$ cat config.mk
export PLATFORM = sky130hd
export DESIGN_NAME = rsa_xcel_client_flat
export DESIGN_NICKNAME = d
export VERILOG_FILES = /design/src/rtl/rsa_xcel_client_pkg.sv /design/src/rtl/rsa_xcel_client_if.sv /design/src/rtl/rsa_xcel_client.sv /design/src/flat_wrapper.sv
export SDC_FILE = /design/constraint.sdc
export NUM_CORES = 1
export LEC_CHECK = 0
export CAP_MARGIN = 0
export CORE_MARGIN = 3
export CORE_UTILIZATION = 40
export DETAILED_ROUTE_END_ITERATION = 6
export GPL_TIMING_DRIVEN = 0
export PLACE_DENSITY_LB_ADDON = 0.1
export SKIP_CTS_REPAIR_TIMING = 1
export SLEW_MARGIN = 20
export SYNTH_ARGS = -nofsm -noshare
export SYNTH_HDL_FRONTEND = slang
export SYNTH_SLANG_ARGS = --single-unit
export TNS_END_PERCENT = 50
$ cat constraint.sdc
create_clock -name clk -period 1.7 [get_ports clk]
set_input_delay 0.34 -clock clk [delete_from_list [all_inputs] [get_ports clk]]
set_output_delay 0.34 -clock clk [all_outputs]
set_load 0.01 [all_outputs]
$ cat src/rtl/rsa_xcel_client_pkg.sv
// Shared xcel message formats and accelerator register map for the
// stream-to-xcel client.
package rsa_xcel_client_pkg;

    localparam logic VC_XCEL_REQ_READ   = 1'b0;
    localparam logic VC_XCEL_REQ_WRITE  = 1'b1;
    localparam logic VC_XCEL_RESP_READ  = 1'b0;
    localparam logic VC_XCEL_RESP_WRITE = 1'b1;

    localparam logic [4:0] XR_GO   = 5'd0;
    localparam logic [4:0] XR_BASE = 5'd1;
    localparam logic [4:0] XR_EXP  = 5'd2;
    localparam logic [4:0] XR_MOD  = 5'd3;

    typedef struct packed {
        logic        type_;
        logic [4:0]  addr;
        logic [31:0] data;
    } xcel_req_t;

    typedef struct packed {
        logic        type_;
        logic [31:0] data;
    } xcel_resp_t;

endpackage

$ cat src/rtl/rsa_xcel_client_if.sv
// Operand/result streams and xcel request/response streams of the client.
// master = the client, slave = producer/consumer/accelerator side.
interface rsa_xcel_client_if;

    logic [95:0]                     istream_msg;
    logic                            istream_val;
    logic                            istream_rdy;
    logic [31:0]                     ostream_msg;
    logic                            ostream_val;
    logic                            ostream_rdy;
    rsa_xcel_client_pkg::xcel_req_t  xcel_reqstream_msg;
    logic                            xcel_reqstream_val;
    logic                            xcel_reqstream_rdy;
    rsa_xcel_client_pkg::xcel_resp_t xcel_respstream_msg;
    logic                            xcel_respstream_val;
    logic                            xcel_respstream_rdy;
    logic                            resp_err;

    modport master (
        input  istream_msg, istream_val, output istream_rdy,
        output ostream_msg, ostream_val, input  ostream_rdy,
        output xcel_reqstream_msg, xcel_reqstream_val, input xcel_reqstream_rdy,
        input  xcel_respstream_msg, xcel_respstream_val, output xcel_respstream_rdy,
        output resp_err
    );

    modport slave (
        output istream_msg, istream_val, input  istream_rdy,
        input  ostream_msg, ostream_val, output ostream_rdy,
        input  xcel_reqstream_msg, xcel_reqstream_val, output xcel_reqstream_rdy,
        output xcel_respstream_msg, xcel_respstream_val, input xcel_respstream_rdy,
        input  resp_err
    );

endinterface

$ cat src/rtl/rsa_xcel_client.sv
// Drives one modexp operation through the xcel register protocol:
// write base/exp/mod, write go, read go, then return the read data.
module rsa_xcel_client
    import rsa_xcel_client_pkg::*;
(
    input  logic              clk,
    input  logic              reset,
    rsa_xcel_client_if.master bus
);

    typedef enum logic [1:0] {IDLE, SEND, WAIT, DONE} state_t;

    state_t      state, state_n;
    logic [2:0]  step, step_n;
    logic [95:0] operand, operand_n;
    logic [31:0] result, result_n;
    logic        resp_err_q, resp_err_n;

    logic        istream_rdy, req_val, resp_rdy, out_val;
    logic        exp_type;
    xcel_req_t   req;
    xcel_resp_t  resp;

    assign resp = bus.xcel_respstream_msg;

    always_ff @(posedge clk) begin
        if (reset) begin
            state      <= IDLE;
            step       <= 3'd0;
            operand    <= '0;
            result     <= '0;
            resp_err_q <= 1'b0;
        end else begin
            state      <= state_n;
            step       <= step_n;
            operand    <= operand_n;
            result     <= result_n;
            resp_err_q <= resp_err_n;
        end
    end

    always_comb begin
        state_n     = state;
        step_n      = step;
        operand_n   = operand;
        result_n    = result;
        resp_err_n  = resp_err_q;
        istream_rdy = 1'b0;
        req_val     = 1'b0;
        resp_rdy    = 1'b0;
        out_val     = 1'b0;
        // only the final go-register read expects a READ response
        exp_type    = (step == 3'd4) ? VC_XCEL_RESP_READ : VC_XCEL_RESP_WRITE;
        case (state)
            IDLE: begin
                istream_rdy = 1'b1;
                if (bus.istream_val) begin
                    operand_n  = bus.istream_msg;
                    step_n     = 3'd0;
                    resp_err_n = 1'b0;
                    state_n    = SEND;
                end
            end
            SEND: begin
                req_val = 1'b1;
                if (bus.xcel_reqstream_rdy) state_n = WAIT;
            end
            WAIT: begin
                resp_rdy = 1'b1;
                if (bus.xcel_respstream_val) begin
                    if (resp.type_ != exp_type) resp_err_n = 1'b1;
                    if (step == 3'd4) begin
                        result_n = resp.data;
                        state_n  = DONE;
                    end else begin
                        step_n  = step + 3'd1;
                        state_n = SEND;
                    end
                end
            end
            DONE: begin
                out_val = 1'b1;
                if (bus.ostream_rdy) state_n = IDLE;
            end
            default: state_n = IDLE;
        endcase
    end

    always_comb begin
        req = '0;
        case (step)
            3'd0:    req = '{VC_XCEL_REQ_WRITE, XR_BASE, operand[31:0]};
            3'd1:    req = '{VC_XCEL_REQ_WRITE, XR_EXP,  operand[63:32]};
            3'd2:    req = '{VC_XCEL_REQ_WRITE, XR_MOD,  operand[95:64]};
            3'd3:    req = '{VC_XCEL_REQ_WRITE, XR_GO,   32'd0};
            3'd4:    req = '{VC_XCEL_REQ_READ,  XR_GO,   32'd0};
            default: req = '0;
        endcase
    end

    assign bus.istream_rdy         = istream_rdy;
    assign bus.xcel_reqstream_val  = req_val;
    assign bus.xcel_reqstream_msg  = xcel_req_t'(req & {$bits(xcel_req_t){req_val}});
    assign bus.xcel_respstream_rdy = resp_rdy;
    assign bus.ostream_val         = out_val;
    assign bus.ostream_msg         = result & {32{out_val}};
    assign bus.resp_err            = resp_err_q;

endmodule

$ cat src/flat_wrapper.sv
// flat-port wrapper written by rule: the top's interface ports become plain ports
module rsa_xcel_client_flat import rsa_xcel_client_pkg::*;
  (clk, reset, bus_istream_msg, bus_istream_val, bus_istream_rdy, bus_ostream_msg, bus_ostream_val, bus_ostream_rdy, bus_xcel_reqstream_msg, bus_xcel_reqstream_val, bus_xcel_reqstream_rdy, bus_xcel_respstream_msg, bus_xcel_respstream_val, bus_xcel_respstream_rdy, bus_resp_err);
  rsa_xcel_client_if bus_i ();
  input  logic clk;
  input  logic reset;
  input wire logic [$bits(bus_i.istream_msg)-1:0] bus_istream_msg;
  input wire logic [$bits(bus_i.istream_val)-1:0] bus_istream_val;
  output wire logic [$bits(bus_i.istream_rdy)-1:0] bus_istream_rdy;
  output wire logic [$bits(bus_i.ostream_msg)-1:0] bus_ostream_msg;
  output wire logic [$bits(bus_i.ostream_val)-1:0] bus_ostream_val;
  input wire logic [$bits(bus_i.ostream_rdy)-1:0] bus_ostream_rdy;
  output wire logic [$bits(bus_i.xcel_reqstream_msg)-1:0] bus_xcel_reqstream_msg;
  output wire logic [$bits(bus_i.xcel_reqstream_val)-1:0] bus_xcel_reqstream_val;
  input wire logic [$bits(bus_i.xcel_reqstream_rdy)-1:0] bus_xcel_reqstream_rdy;
  input wire logic [$bits(bus_i.xcel_respstream_msg)-1:0] bus_xcel_respstream_msg;
  input wire logic [$bits(bus_i.xcel_respstream_val)-1:0] bus_xcel_respstream_val;
  output wire logic [$bits(bus_i.xcel_respstream_rdy)-1:0] bus_xcel_respstream_rdy;
  output wire logic [$bits(bus_i.resp_err)-1:0] bus_resp_err;
  assign bus_i.istream_msg = bus_istream_msg;
  assign bus_i.istream_val = bus_istream_val;
  assign bus_istream_rdy = bus_i.istream_rdy;
  assign bus_ostream_msg = bus_i.ostream_msg;
  assign bus_ostream_val = bus_i.ostream_val;
  assign bus_i.ostream_rdy = bus_ostream_rdy;
  assign bus_xcel_reqstream_msg = bus_i.xcel_reqstream_msg;
  assign bus_xcel_reqstream_val = bus_i.xcel_reqstream_val;
  assign bus_i.xcel_reqstream_rdy = bus_xcel_reqstream_rdy;
  assign bus_i.xcel_respstream_msg = bus_xcel_respstream_msg;
  assign bus_i.xcel_respstream_val = bus_xcel_respstream_val;
  assign bus_xcel_respstream_rdy = bus_i.xcel_respstream_rdy;
  assign bus_resp_err = bus_i.resp_err;
  rsa_xcel_client u_core (.clk(clk), .reset(reset), .bus(bus_i));
endmodule
==> results of run 1 <==
==> cell usage after synthesis <==
library cell / instances / area (µm²)
sky130_fd_sc_hd__a31oi_1: 3 / 18.77
sky130_fd_sc_hd__buf_2: 18 / 90.09
sky130_fd_sc_hd__o21ai_0: 1 / 5.000
sky130_fd_sc_hd__nor3_1: 1 / 5.000
sky130_fd_sc_hd__and2_1: 1 / 6.260
sky130_fd_sc_hd__a21boi_0: 1 / 7.510
sky130_fd_sc_hd__nand3_1: 1 / 5.000
sky130_fd_sc_hd__buf_4: 14 / 105.1
sky130_fd_sc_hd__clkbuf_1: 36 / 135.1
sky130_fd_sc_hd__ha_1: 4 / 50.05
sky130_fd_sc_hd__buf_6: 4 / 45.04
sky130_fd_sc_hd__nand3b_1: 1 / 7.510
sky130_fd_sc_hd__nand2_4: 1 / 11.26
sky130_fd_sc_hd__a222oi_1: 32 / 320.3
sky130_fd_sc_hd__conb_1: 1 / 3.750
sky130_fd_sc_hd__or3_1: 4 / 25.02
sky130_fd_sc_hd__nor3_2: 1 / 10.01
sky130_fd_sc_hd__nand2_1: 250 / 938.4
sky130_fd_sc_hd__nand2b_1: 2 / 12.51
sky130_fd_sc_hd__nor2_2: 1 / 6.260
sky130_fd_sc_hd__nor3b_2: 1 / 12.51
sky130_fd_sc_hd__xor2_1: 1 / 8.760
sky130_fd_sc_hd__inv_1: 4 / 15.01
sky130_fd_sc_hd__nor2_1: 40 / 150.1
sky130_fd_sc_hd__dfxtp_1: 134 / 2683
sky130_fd_sc_hd__nand2_2: 12 / 75.07
sky130_fd_sc_hd__nor2b_1: 2 / 12.51
sky130_fd_sc_hd__mux2i_1: 1 / 10.01
sky130_fd_sc_hd__and3_1: 32 / 200.2
sky130_fd_sc_hd__nor3b_1: 1 / 7.510
sky130_fd_sc_hd__a21oi_1: 132 / 660.6
sky130_fd_sc_hd__o211ai_1: 2 / 15.01
==> how the worst max path moves through the flow <==
| stage | startpoint | end | cells past startpoint |
|---|---|---|---|
| 2_1_floorplan | u_core.step[0]$_SDFFE_PP0P_ | bus_xcel_reqstream_msg[25] | 6 |
| 3_3_place_gp | u_core.step[1]$_SDFFE_PP0P_ | bus_xcel_reqstream_msg[22] | 7 |
| 3_5_place_dp | u_core.step[1]$_SDFFE_PP0P_ | bus_xcel_reqstream_msg[15] | 7 |
| 4_1_cts | u_core.step[0]$_SDFFE_PP0P_ | bus_xcel_reqstream_msg[5] | 7 |
| 5_1_grt | u_core.step[0]$_SDFFE_PP0P_ | bus_xcel_reqstream_msg[27] | 7 |
| 6_report | u_core.step[1]$_SDFFE_PP0P_ | bus_xcel_reqstream_msg[24] | 7 |
==> power groups by stage <==
stage / clock (W) / combinational (W) / sequential [W]
2_1_floorplan: 0 / 0.000612 / 0.00344
3_3_place_gp: 0 / 0.00122 / 0.00346
3_5_place_dp: 0 / 0.00123 / 0.00346
4_1_cts: 0.00384 / 0.00123 / 0.00340
5_1_grt: 0.00399 / 0.00155 / 0.00342
6_report: 0.00381 / 0.00143 / 0.00340
==> state kept, by name, indices dropped and copies added, names as in the netlist <==
| signal | count |
|---|---|
| u_core.bus.resp_err | 1 |
| u_core.operand | 96 |
| u_core.result | 32 |
| u_core.state | 2 |
| u_core.step | 3 |
==> per-layer routing <==
metal,part of all wire,vias to the layer above
met2,0.47,245
met5,0,-
met1,0.44,2799
li1,-,2999
met4,0.015,0
met3,0.079,25
==> critical path, delay by kind of cell (launching register included) <==
family,cells,cell delay [ns]
buffers and inverters,4,0.48
flip-flops,1,0.37
AO/OA/AOI/OAI,1,0.33
adder cells (fa/ha/maj),1,0.16
AND/OR/NAND/NOR,1,0.09
==> metrics by stage <==
| step | setup TNS (ns) | cells |
|---|---|---|
| 2_1_floorplan | 0 | 741 |
| 3_3_place_gp | -59.64 | 1122 |
| 3_5_place_dp | -58.87 | 1122 |
| 4_1_cts | -73.52 | 1154 |
| 5_1_grt | -34.76 | 1180 |
| 6_report | -27.38 | 1180 |
==> area by class of cell <==
class / instances / area, µm²
buffer: 70 / 564.3
inverter: 4 / 25.02
tap: 176 / 220.2
fill: 1219 / 4558
clock buffer: 20 / 466.7
timing repair buffer: 233 / 2140
multi-input combinational: 531 / 2739
sequential: 134 / 2695
clock inverter: 12 / 150.1
==> kinds of logic (layout without fill, tap and decap cells) <==
family                   count (synthesis)  after routing  synth area share
adder cells (fa/ha/maj)                  4              4          0.008846
AO/OA/AOI/OAI                          171            171            0.1816
buffers and inverters                   76            339           0.06900
XOR/XNOR                                 1              1          0.001548
AND/OR/NAND/NOR                        351            351            0.2625
other                                    1              3         0.0006628
multiplexers                             1              1          0.001769
flip-flops                             134            134            0.4741
==> out/summary.md, run 1 <==
The flow ran to the end, but the final reports show violations. The final reports fail on setup timing. TritonCTS built the clock tree.

The effective utilization at floorplan came out at 0.4173. The highest net fanout along the worst path is 4, and the final period utilization is 1.283. The run gives 17 as the largest net degree at the start of global routing.

The path with the worst hold slack has its endpoint at u_core.step[2]$_SDFFE_PP0P_. Hold timing on the final database bottoms out at a slack of 0.4395 ns. The fraction of power spent switching nets was 0.2524. Max-cap violations in this run came to 0.

The internal power of the cells totals 0.006458 W. Across the VDD grid, the largest voltage drop is 0.7191 mV. Count of TritonRoute iterations in the first routing pass: 6. The netlist area before placement came out at 0.005658 mm². For this run, the post-layout net count is 1,130. The number of global-route vias before repair was 5,667; the leakage power was 3.653 nW. The routing usage on met1 is 0.3062.

The tools report the number of buffers on the longest clock path as 2. met2 is the most crowded layer. Type of the worst setup path: reg2out. The die is 124.9 µm tall. After clock tree synthesis, the clock-pin slew on the worst setup and hold paths is 0.05 ns. The first-pass GRT wire length is 29,540 µm. In the layout the commonest cells are sky130_fd_sc_hd__nand2_1, sky130_fd_sc_hd__clkdlybuf4s50_1, sky130_fd_sc_hd__a21oi_1. For the placed instance area, the log shows 0.007939 mm². Timing would allow up to 0.4584 GHz.

The floorplan has 42 rows. The die covers 0.01561 mm². Power per unit of standard cell area: 959.9 mW/mm². Share of total power in combinational logic: 0.165. In this run the tool buffered the top-level ports with 205 buffer cells. The clock period minus worst slack is 2.181 ns, and the detailed-route wire length per cell is 16.69 µm.

For the worst slack at placement, the log shows -0.9269 ns. The number of cells produced by synthesis is 739. The cell with the largest stage delay on the worst path was sky130_fd_sc_hd__dfxtp_4.

The Yosys step of the flow raised 0 warnings. The max-slew violation total from the final report is 0. Launching element type of the critical path: a flip-flop. For the total routing resource utilization after global routing, the log shows 0.2322.

The routed layout has 6,068 vias. The tools report the final cell utilization of the core as 0.6638. The tools report the endpoint kind of the worst setup timing path as an output port.

After floorplanning, the core was sized to cover 0.01356 mm². For the final database, setup skew stands at 0.009756 ns. After synthesis, the mean cell area works out to 7.656 µm².

In this run the remaining antenna-violating nets after routing total 0. For the tightest slew margin relative to the limit, the log shows 0.5515. The total power of the final layout is 0.008639 W.

The tools report the final antenna diode count as 0. The worst path setup slack after routing is -0.4815 ns, and the placed wire-length estimate is 13,260 µm. The synthesis-to-layout area growth is 59.07%. Leaving out fill and tap cells, the most frequent cell in the layout is sky130_fd_sc_hd__nand2_1. For the number of endpoints with negative hold slack in the final report, the log shows 0. The number of antenna violations at the first check in global routing came out at 0. Sequential share of power: 0.394. Worst endpoint required time: 1.36 ns.

Setup slack on the worst reg-to-reg path comes out at -0.33 ns. Counting instances, the worst hold path has a depth of 3. Setup repair after global routing could not meet its margin everywhere.

The transition at the pin with the smallest max-transition slack works out to 0.6727 ns. The detailed router finished its first iteration with 554 violations. For this design, the sink count on the clock tree is 134. Fraction of layout cells with a size suffix above 1: 0.2291. The top-level I/O count came out at 210.

The signal on the critical path passes through inv_4, ha_4, buf_4, clkbuf_16, a222oi_1, nor2_1, buf_2. The met2 usage was 0.3753. The worst hold path begins at reset. Number of distinct library cells after synthesis: 32.

Counting flops and latches in the post-synthesis netlist gives 134. Summed over all layers, the global routing overflow is 0. For the share of the yosys chip area belonging to registers, the log shows 0.4741. For this block, the routed nets add up to 19,690 µm of wire.

The tightest min-delay check is of the in2reg type. The stage delay of the slowest cell on the critical path works out to 0.37 ns. The last weighted congestion value of the routability-driven placer is 0.7880. The end of the worst register-to-register path was u_core.result[2]$_SDFFE_PP0P_.

For the worst flop-to-flop path, the logic depth is 12. From left edge to right edge, the die measures 124.9 µm. STA puts the critical path data arrival time at 1.84 ns.

The tools report the met3 usage in global routing as 0.07079. For the clock buffer count from CTS, the log shows 17. CTS placed an instance of sky130_fd_sc_hd__clkbuf_16 at the clock tree root. After detailed routing, the number of vias per cell comes to 5.142.

The clock network power share was 0.441. After detailed routing, the number of remaining DRC violations is 0. The analysis attributes to net switching a power of 0.002180 W. The H-tree depth is 4.

Setup violations remaining at the end of the flow were counted as 102. The finished cells cover 0.009000 mm². The worst reg2reg path startpoint was u_core.step[1]$_SDFFE_PP0P_. The later pin in the worst-skew pair is clocked with a latency of 0.42 ns.
Note: power is estimated with default switching activity, not from simulation.
==> inputs of run 2 (changes only) <==
clock period = 2 ns   (was 1.7 ns; I/O delays follow)
==> run 2 against run 1 <==
The run still ends with setup timing left. Clock skew fell by 0.0024 ns. Sequential cell count did not move. Sequential power fell by 15%. Non-clock buffer count fell by 12. Clock-buffer cell count fell by 1. Global-route usage barely moved. Register-to-register slack improved by 0.41 ns. Sequential share of layout area rose by 0.22 points. Largest power group unchanged.
==> out/summary.md, run 2 (synthesis results as in run 1) <==
The tools report the leakage power as 4.148 nW (+14%). The most frequent standard cell in the layout excluding fill and tap cells was sky130_fd_sc_hd__nand2_1. The max-slew violation total from the final report came out at 0 (unchanged).

Walking the worst path, the cells encountered are inv_4, ha_4, buf_8, buf_8, a222oi_1, nor2_1, buf_2. The depth of the worst register-to-register path is 11 (-1), and the iteration-0 DRC count of the detailed router is 541 (-2.3%). The tools report the number of endpoints with negative hold slack in the final report as 0 (unchanged). For the total routing resource utilization after global routing, the log shows 0.2322 (about the same). The run finished, with violations left. The number of buffers on the longest clock path was 2 (unchanged).

The top-level I/O count was 210 (unchanged). The number of global-route vias before repair is 5,692 (+0.44%). The tools report the number of antenna violations at the first check in global routing as 0 (unchanged). The die height was 124.9 µm (unchanged); the largest net degree at the start of global routing was 17 (unchanged). The flip-flop count of the largest register after layout is 96 (unchanged), and the power per unit of standard cell area is 826.8 mW/mm² (-14%).

On the critical path, the stage with the largest delay is an instance of sky130_fd_sc_hd__dfxtp_4. The number of nets with antenna violations after routing is 0 (unchanged), and the number of fill cells is 1,244 (+2.1%). The stage delay of the slowest cell on the critical path works out to 0.38 ns (about the same). TritonCTS built the clock tree.

The largest registers in the layout are u_core.operand x96, u_core.result x32, u_core.step x3. The highest net fanout along the worst path was 7 (+3). The startpoint identified for the worst register-to-register timing path is u_core.step[0]$_SDFFE_PP0P_. The aggregate negative setup slack was -5.910 ns (+21.47 ns); the effective utilization at floorplan was 0.4173 (unchanged).

The clock latency at the later pin of the worst-skew pair was 0.42 ns (about the same); the clock buffer count from CTS was 17 (unchanged). STA classifies the critical path endpoint as an output port. The average via count per standard cell is 5.119 (-0.45%), and the fraction of layout cells with a size suffix above 1 is 0.1683 (-0.06074). The count of TritonRoute iterations in the first routing pass is 6 (unchanged), and the fmax is 0.4424 GHz.

Max-capacitance violation count: 0 (unchanged). The run gives 29,360 µm (-0.61%) as the first-pass GRT wire length. In the layout the commonest cells are sky130_fd_sc_hd__nand2_1, sky130_fd_sc_hd__clkdlybuf4s50_1, sky130_fd_sc_hd__a21oi_1. Slack of the worst reg-to-reg path: 0.08 ns (+0.41 ns). Setup repair after global routing could not meet its margin everywhere. The worst setup path is of the reg2out kind. The final reports fail on setup timing.

The transition at the pin with the smallest max-transition slack was 0.6227 ns (-0.05007 ns). The end of the worst register-to-register path was u_core.result[30]$_SDFFE_PP0P_. The tightest slew margin relative to the limit was 0.5849 (+0.03338); the final-stage net count was 1,118 (-1.1%). The number of setup violations in the final report came out at 34 (-67%). The path class of the lowest-slack min-delay path is reg2reg. The clock period minus worst slack is 2.260 ns, and the synthesis-to-layout area growth is 57.76%. The worst path setup slack after routing came out at -0.2602 ns (+0.2213 ns).

The run gives 0 (unchanged) as the final antenna diode count. u_core.operand holds more flip-flops than any other register. The most critical setup path has its startpoint at u_core.step[0]$_SDFFE_PP0P_. The launching element type of the critical path was a flip-flop. The overall die width was 124.9 µm (unchanged); the worst ir drop on vdd was 0.5427 mV (-25%). Placed wire-length estimate: 13,150 µm (-0.80%). The tools report the clock skew as 0.007307 ns (-0.002449 ns).

The detailed-route DRC error count came out at 0 (unchanged). The worst endpoint required time is 1.60 ns (+0.24 ns). The full die area was 0.01561 mm² (unchanged). For the worst slack at placement, the log shows -0.6839 ns (+0.2430 ns).

The clock-pin transition on the worst setup and hold timing paths is 0.06 ns (about the same), and the detailed-route wire length per cell is 16.21 µm (-2.8%). The number of instances in the placed design is 1,122 (unchanged). In this run the clock root is driven by a sky130_fd_sc_hd__clkbuf_16.

Following the worst setup path forward leads to its endpoint at bus_xcel_reqstream_msg[30]. The overflow left after global routing was 0 (unchanged); the total power of the final layout was 0.007380 W (-15%). The arrival time at the worst endpoint came out at 1.86 ns (+0.02 ns). Via count: 5,979 (-1.5%). The last weighted congestion value of the routability-driven placer came out at 0.7730 (-1.9%). The total of buffers placed on input and output ports was 205 (unchanged); the count of non-filler cells in the finished layout was 1,168 (-1.0%). The final hold slack was 0.4501 ns (+0.01061 ns).

Cell repeated most along the worst path: sky130_fd_sc_hd__buf_8. The final wirelength is 18,940 µm (-3.8%). The area of the core was 0.01356 mm² (unchanged); the number of clock sinks was 134 (unchanged). The H-tree depth was 4 (unchanged).

The tools report the total number of placement rows as 42 (unchanged). The final period utilization was 1.130.
run 2: changes by cell type in the layout (fill, tap and decap cells not counted), moves of 3 or more:
| cell | before | now |
|---|---|---|
| sky130_fd_sc_hd__clkbuf_4 | 0 | 3 |
| sky130_fd_sc_hd__dlymetal6s2s_1 | 2 | 36 |
| sky130_fd_sc_hd__nor2_2 | 5 | 1 |
| sky130_fd_sc_hd__and3_1 | 20 | 32 |
| sky130_fd_sc_hd__nor2_1 | 34 | 38 |
| sky130_fd_sc_hd__and3_4 | 12 | 0 |
| sky130_fd_sc_hd__buf_6 | 40 | 18 |
| sky130_fd_sc_hd__clkbuf_16 | 22 | 19 |
| sky130_fd_sc_hd__buf_2 | 33 | 24 |
| sky130_fd_sc_hd__clkbuf_2 | 38 | 26 |
| sky130_fd_sc_hd__buf_8 | 9 | 6 |
run 2: metal layers:
layer | GRT usage | vias up | share of wire
li1 | - | 2973 | -
met1 | 0.3011 | 2773 | 0.44
met2 | 0.3766 | 210 | 0.47
met3 | 0.06908 | 23 | 0.076
met4 | 0.06888 | 0 | 0.014
met5 | 0 | - | 0
run 2: worst min-delay path by stage:
stage	start	endpoint	slack, ns	cells past startpoint
4_1_cts	u_core.result[24]$_SDFFE_PP0P_	u_core.result[24]$_SDFFE_PP0P_	0.45	2
3_5_place_dp	u_core.result[24]$_SDFFE_PP0P_	u_core.result[24]$_SDFFE_PP0P_	0.44	2
3_3_place_gp	u_core.result[11]$_SDFFE_PP0P_	u_core.result[11]$_SDFFE_PP0P_	0.44	2
6_report	u_core.result[24]$_SDFFE_PP0P_	u_core.result[24]$_SDFFE_PP0P_	0.45	2
5_1_grt	u_core.result[4]$_SDFFE_PP0P_	u_core.result[4]$_SDFFE_PP0P_	0.46	2
2_1_floorplan	u_core.result[31]$_SDFFE_PP0P_	u_core.result[31]$_SDFFE_PP0P_	0.43	2
run 2: cell type report:
type | instances | area (µm²) | area share
timing repair buffer | 221 | 2173 | 0.2435
multi-input combinational | 531 | 2653 | 0.2972
buffer | 70 | 530.5 | 0.05943
clock buffer | 19 | 452.9 | 0.05074
inverter | 4 | 25.02 | 0.002803
clock inverter | 13 | 178.9 | 0.02004
tap | 176 | 220.2 | 0.02467
sequential | 134 | 2693 | 0.3017
run 2: metrics by stage:
stage	util	instance area (µm²)
5_1_grt	0.6584	8926
6_report	0.6584	8926
2_1_floorplan	-	5665
3_3_place_gp	0.5855	7938
3_5_place_dp	0.5855	7938
4_1_cts	0.6321	8569
run 2: power breakdown:
part	internal (W)	leakage [nW]	switching (W)
Combinational	0.000598	2.75	0.000575
Sequential	0.00281	1.10	0.0000773
Clock	0.00214	0.301	0.00118
Total	0.00555	4.15	0.00183
run 2: worst max-delay path, delay by kind of cell (launching register included):
family | cells | cell delay (ns)
AO/OA/AOI/OAI | 1 | 0.34
adder cells (fa/ha/maj) | 1 | 0.15
buffers and inverters | 4 | 0.47
flip-flops | 1 | 0.38
AND/OR/NAND/NOR | 1 | 0.10
==> inputs of run 3 (changes only) <==
GPL_ROUTABILITY_DRIVEN = 0   (was default)
==> results of run 3 <==
Same layout as run 2: the final DEF is identical, and so are final timing and power.
==> patch 1 (config.mk and constraints of run 1) <==
Take the reset off `operand` and load it in a clocked block of its own.
--- a/src/rtl/rsa_xcel_client.sv
+++ b/src/rtl/rsa_xcel_client.sv
@@ -28,5 +28,4 @@
             state      <= IDLE;
             step       <= 3'd0;
-            operand    <= '0;
             result     <= '0;
             resp_err_q <= 1'b0;
@@ -34,8 +33,11 @@
             state      <= state_n;
             step       <= step_n;
-            operand    <= operand_n;
             result     <= result_n;
             resp_err_q <= resp_err_n;
         end
+    end
+
+    always_ff @(posedge clk) begin
+        operand <= operand_n;
     end
 
Function: no difference found for any inputs over 10 cycles, from zero or initial values and one cycle with reset high; that may be too few to reach the edited logic, so the function may still have changed.
==> patch 1 against run 1 <==
  * Utilization is 4.9 points higher
  * Largest cell class is now flip-flops and latches
  * Total power is 1.2% higher
  * Critical endpoint is now bus_xcel_reqstream_msg[22]
  * Worst setup slack worse by 0.012 ns
  * Wire length is 21% lower
  * Clock skew is 0.0034 ns higher
  * The flow still finishes with violations (setup timing)
  * Sequential cell count stayed put
  * Design area is 2.5% lower
  * Area after synthesis is 8.5% lower
==> patch 1: results <==
metrics = {
    "status": {
        "status": "complete, but fails checks",
        "violations": "setup timing",
    },
    "global_route": {
        "grtUsageTotal_pct": 19.7,
        "grt_pass1_vias": 4283,
        "grt_pass1_wl_um": 21900,
    },
    "route": {
        "dr.pass1.iters": 7,
        "wire_per_inst_um": 17.8,
        "via_per_inst": 5.09,
    },
    "setup_path": {
        "rrSetupSlack_ns": -0.18,
        "reg2reg_to": "u_core.result[29]",
        "r2r_start": "u_core.step[0]",
        "cp-endpoint": "bus_xcel_reqstream_msg[22]",
        "r2r_cells": 10,
        "cp_max_fo": 8,
    },
    "pwr": {
        "cellLeakagePower_nw": 3.55,
        "peakVddDrop_mv": 0.752,
    },
    "place": {
        "port_buffers": 205,
        "gp_congestion": 0.775,
        "dp_hpwl_um": 10200,
    },
    "logic_synthesis": {
        "synth_xor_area_share_pct": 0,
        "synth-edff-count": 96,
        "synth_cell_types": 31,
        "ys_seq_area_share_pct": 70.4,
        "synth.top_cells.by_area": "edfxtp_1 56%, dfxtp_1 15%, a222oi_1 6.2%, nand2_1 5.0%, and3_1 3.9%",
        "ys.flop_type": "edfxtp_1",
        "synth_mux_area_share_pct": 0,
        "synth-compound-area-share_pct": 11.0,
    },
    "hold_path": {
        "hold_path_class": "in2reg",
    },
    "sta": {
        "setup_slack_ns": -0.493,
        "setup_viol": 95,
    },
    "final_layout": {
        "layout-drive-gt1-share_pct": 29.6,
        "nNetsFinal": 832,
    },
}
## patch 1: per-layer routing
metal	part of all wire, %	vias up	track usage [%]
met3	8.9	15	8.11
met5	0	-	0
met4	0.96	0	5.73
met2	51	187	32.8
li1	-	2099	-
met1	39	2149	23.5
## patch 1: how the worst min path moves through the flow
stage | cells past startpoint | slack, ns | end
6_report | 2 | 0.35 | u_core.result[0]
5_1_grt | 2 | 0.37 | u_core.result[0]
4_1_cts | 2 | 0.33 | u_core.result[0]
3_5_place_dp | 2 | 0.44 | u_core.result[10]
3_3_place_gp | 2 | 0.44 | u_core.result[1]
2_1_floorplan | 2 | 0.43 | u_core.result[31]
## patch 1: area by class of cell
type | count | area (um^2)
plain buffers | 37 | 359
clock buffers | 27 | 561
clock inverters | 5 | 56.3
fillers | 917 | 3530
inverters | 4 | 17.5
multi-input cells | 241 | 1450
flip-flops and latches | 134 | 3660
well taps | 168 | 210
repair buffers | 258 | 2460
## patch 1: where the power goes
group / internal (W) / total, W / switching [W] / leakage [nW]
clock: 0.00241 / 0.00369 / 0.00128 / 0.304
sequential: 0.00373 / 0.00378 / 0.0000580 / 1.22
combinational: 0.000743 / 0.00127 / 0.000526 / 2.02
## patch 1: kinds of logic after synthesis
| group | Yosys count |
|---|---|
| compound gates | 78 |
| fa+ha+maj | 4 |
| buf+inv | 43 |
| flops | 134 |
| other cells | 1 |
| simple gates | 156 |
## patch 1: per-stage QoR
| stage | cell area, um^2 | hold WS, ns | TNS, ns | worst slack [ns] | std cells |
|---|---|---|---|---|---|
| after floorplan | 5200 | 0.432 | -155.21 | -1.64 | 418 |
| after global placement | 7460 | 0.437 | -341.77 | -3.13 | 791 |
| after detailed placement | 7560 | 0.443 | -126.37 | -1.31 | 798 |
| after CTS | 8180 | 0.328 | -115.26 | -1.39 | 830 |
| after global routing | 8780 | 0.374 | -29.97 | -0.567 | 874 |
| final | 8780 | 0.348 | -21.60 | -0.493 | 874 |
## patch 1: worst max-delay path, cell delays in order (launching register included)
cell and delay (ns):
dfxtp_4 0.35, buf_6 0.12, ha_4 0.20, clkbuf_16 0.17
a222oi_1 0.39, nor2_1 0.08, clkbuf_2 0.14
==> patch 2 (config.mk and constraints of run 1) <==
Made on the original files. The 4 states of `state_t` get a one-hot encoding in 4 bits.
--- a/src/rtl/rsa_xcel_client.sv
+++ b/src/rtl/rsa_xcel_client.sv
@@ -9,5 +9,5 @@
 );
 
-    typedef enum logic [1:0] {IDLE, SEND, WAIT, DONE} state_t;
+    typedef enum logic [3:0] {IDLE = 4'b0001, SEND = 4'b0010, WAIT = 4'b0100, DONE = 4'b1000} state_t;
 
     state_t      state, state_n;
Check against the original RTL: no difference found for any inputs over 10 cycles, from zero or initial values and one cycle with reset high; not proved beyond that.
==> patch 2 against run 1 <==
  * The run ends with DRC, setup timing left
  * Count of clock-buffer cells in the layout fell by 1
  * Sequential cell count rose by 2
  * Design area is 7.9% higher
  * Area after synthesis up 1.8%
  * Wire length increased by 3.6%
  * Sequential share of layout area shrank 1.8 points
  * Combinational power hardly changed
  * Total power down 0.67%
  * Worst setup slack worse by 0.16 ns
  * Critical path type unchanged
  * Largest power group unchanged
  * Highest routed layer unchanged
==> patch 2: results <==
metrics = {
    "final_layout": {
        "multiInputGateArea_um2": 3040,
        "comb.multi_input.count": 542,
        "regArea_um2": 2730,
        "layout-drive-gt1-share_pct": 27.2,
        "n_all_buffers": 314,
        "clkbuf_count": 19,
        "fillCellCount": 1179,
        "clock_area_share_pct": 5.98,
        "top_regs": "u_core.operand x96, u_core.result x32, u_core.state x4",
        "instances_no_fill": 1207,
        "buf_share_pct": 32.0,
        "stdcell_area_um2": 9710,
    },
    "place": {
        "placed_cell_area_um2": 8400,
        "dp.cells": 1135,
        "gp_congestion": 0.850,
        "pre_cts_slack_ns": -0.702,
        "dp_hpwl_um": 13200,
    },
    "sta": {
        "skew_ns": 0.00743,
        "tightest_slew_ns": 0.639,
        "setup_slack_ns": -0.640,
        "setup_tns_ns": -38.53,
        "setup_viol": 166,
    },
    "logic_synthesis": {
        "postSynthCellCount": 748,
        "synth_cell_types": 35,
        "synth.top_cells.by_area": "dfxtp_1 47%, nand2_1 17%, a21oi_1 11%, a222oi_1 5.6%, and2_1 3.5%",
        "synth_common_cells": "257 x nand2_1, 136 x dfxtp_1, 132 x a21oi_1",
        "ys_seq_area_share_pct": 47.3,
    },
    "clocking": {
        "cts_max_path_buffers": 2,
        "root_buffer": "clkbuf_16",
        "cts_sinks": 136,
    },
    "setup_path": {
        "rrSetupSlack_ns": -0.15,
        "startpoint": "u_core.step[1]",
        "cp_max_fo": 8,
        "r2r_cells": 10,
        "reg2reg_to": "u_core.operand[92]",
        "r2r_start": "u_core.state[2]",
        "cp-endpoint": "bus_xcel_reqstream_msg[30]",
    },
    "hold_path": {
        "hold_path_class": "reg2reg",
    },
    "global_route": {
        "grt_pass1_vias": 5653,
        "grtUsageTotal_pct": 22.8,
        "grt_pass1_wl_um": 29100,
    },
    "route": {
        "wl_met2_um": 9820,
        "dr.pass1.iters": 7,
        "route.detailed.drc": 1,
        "wl_met3_um": 2190,
        "wl_met1_um": 8140,
        "wire_per_inst_um": 16.9,
        "drt_iter0_drc": 691,
        "via_per_inst": 5.18,
    },
    "pwr": {
        "peakVddDrop_mv": 0.668,
        "cellLeakagePower_nw": 3.70,
        "pg_seq_w": 0.00353,
        "intPower_w": 0.00632,
    },
    "status": {
        "status": "complete, but fails checks",
        "violations": "DRC, setup timing",
    },
    "floorplan": {
        "core_um2": 14000,
    },
}
-- patch 2: how the worst min path moves through the flow --
stage,from,endpoint,slack [ns],cells after the start
finish,u_core.result[5],u_core.result[5],0.45,2
global placement,u_core.result[10],u_core.result[10],0.44,2
CTS,u_core.result[5],u_core.result[5],0.45,2
floorplan,u_core.result[0],u_core.result[0],0.43,2
detailed placement,u_core.result[5],u_core.result[5],0.44,2
global route,bus_xcel_respstream_msg[8],u_core.result[8],0.46,3
-- patch 2: logic make-up (layout without fill, tap and decap cells) --
logic type               count (synthesis)  count (layout)  synth area share (%)
AO/OA/AOI/OAI                          178             178                  18.6
XOR/XNOR                                 1               1                 0.152
adder cells (fa/ha/maj)                  4               4                 0.869
buffers and inverters                   72             349                  6.43
flip-flops                             136             136                  47.3
other                                    1               3                0.0651
AND/OR/NAND/NOR                        356             356                  26.6
-- patch 2: per-layer routing --
layer	vias to the layer above	track usage [%]
met3	22	9.37
met4	0	5.17
met1	2886	28.5
met5	-	0
met2	299	37.2
li1	3051	-
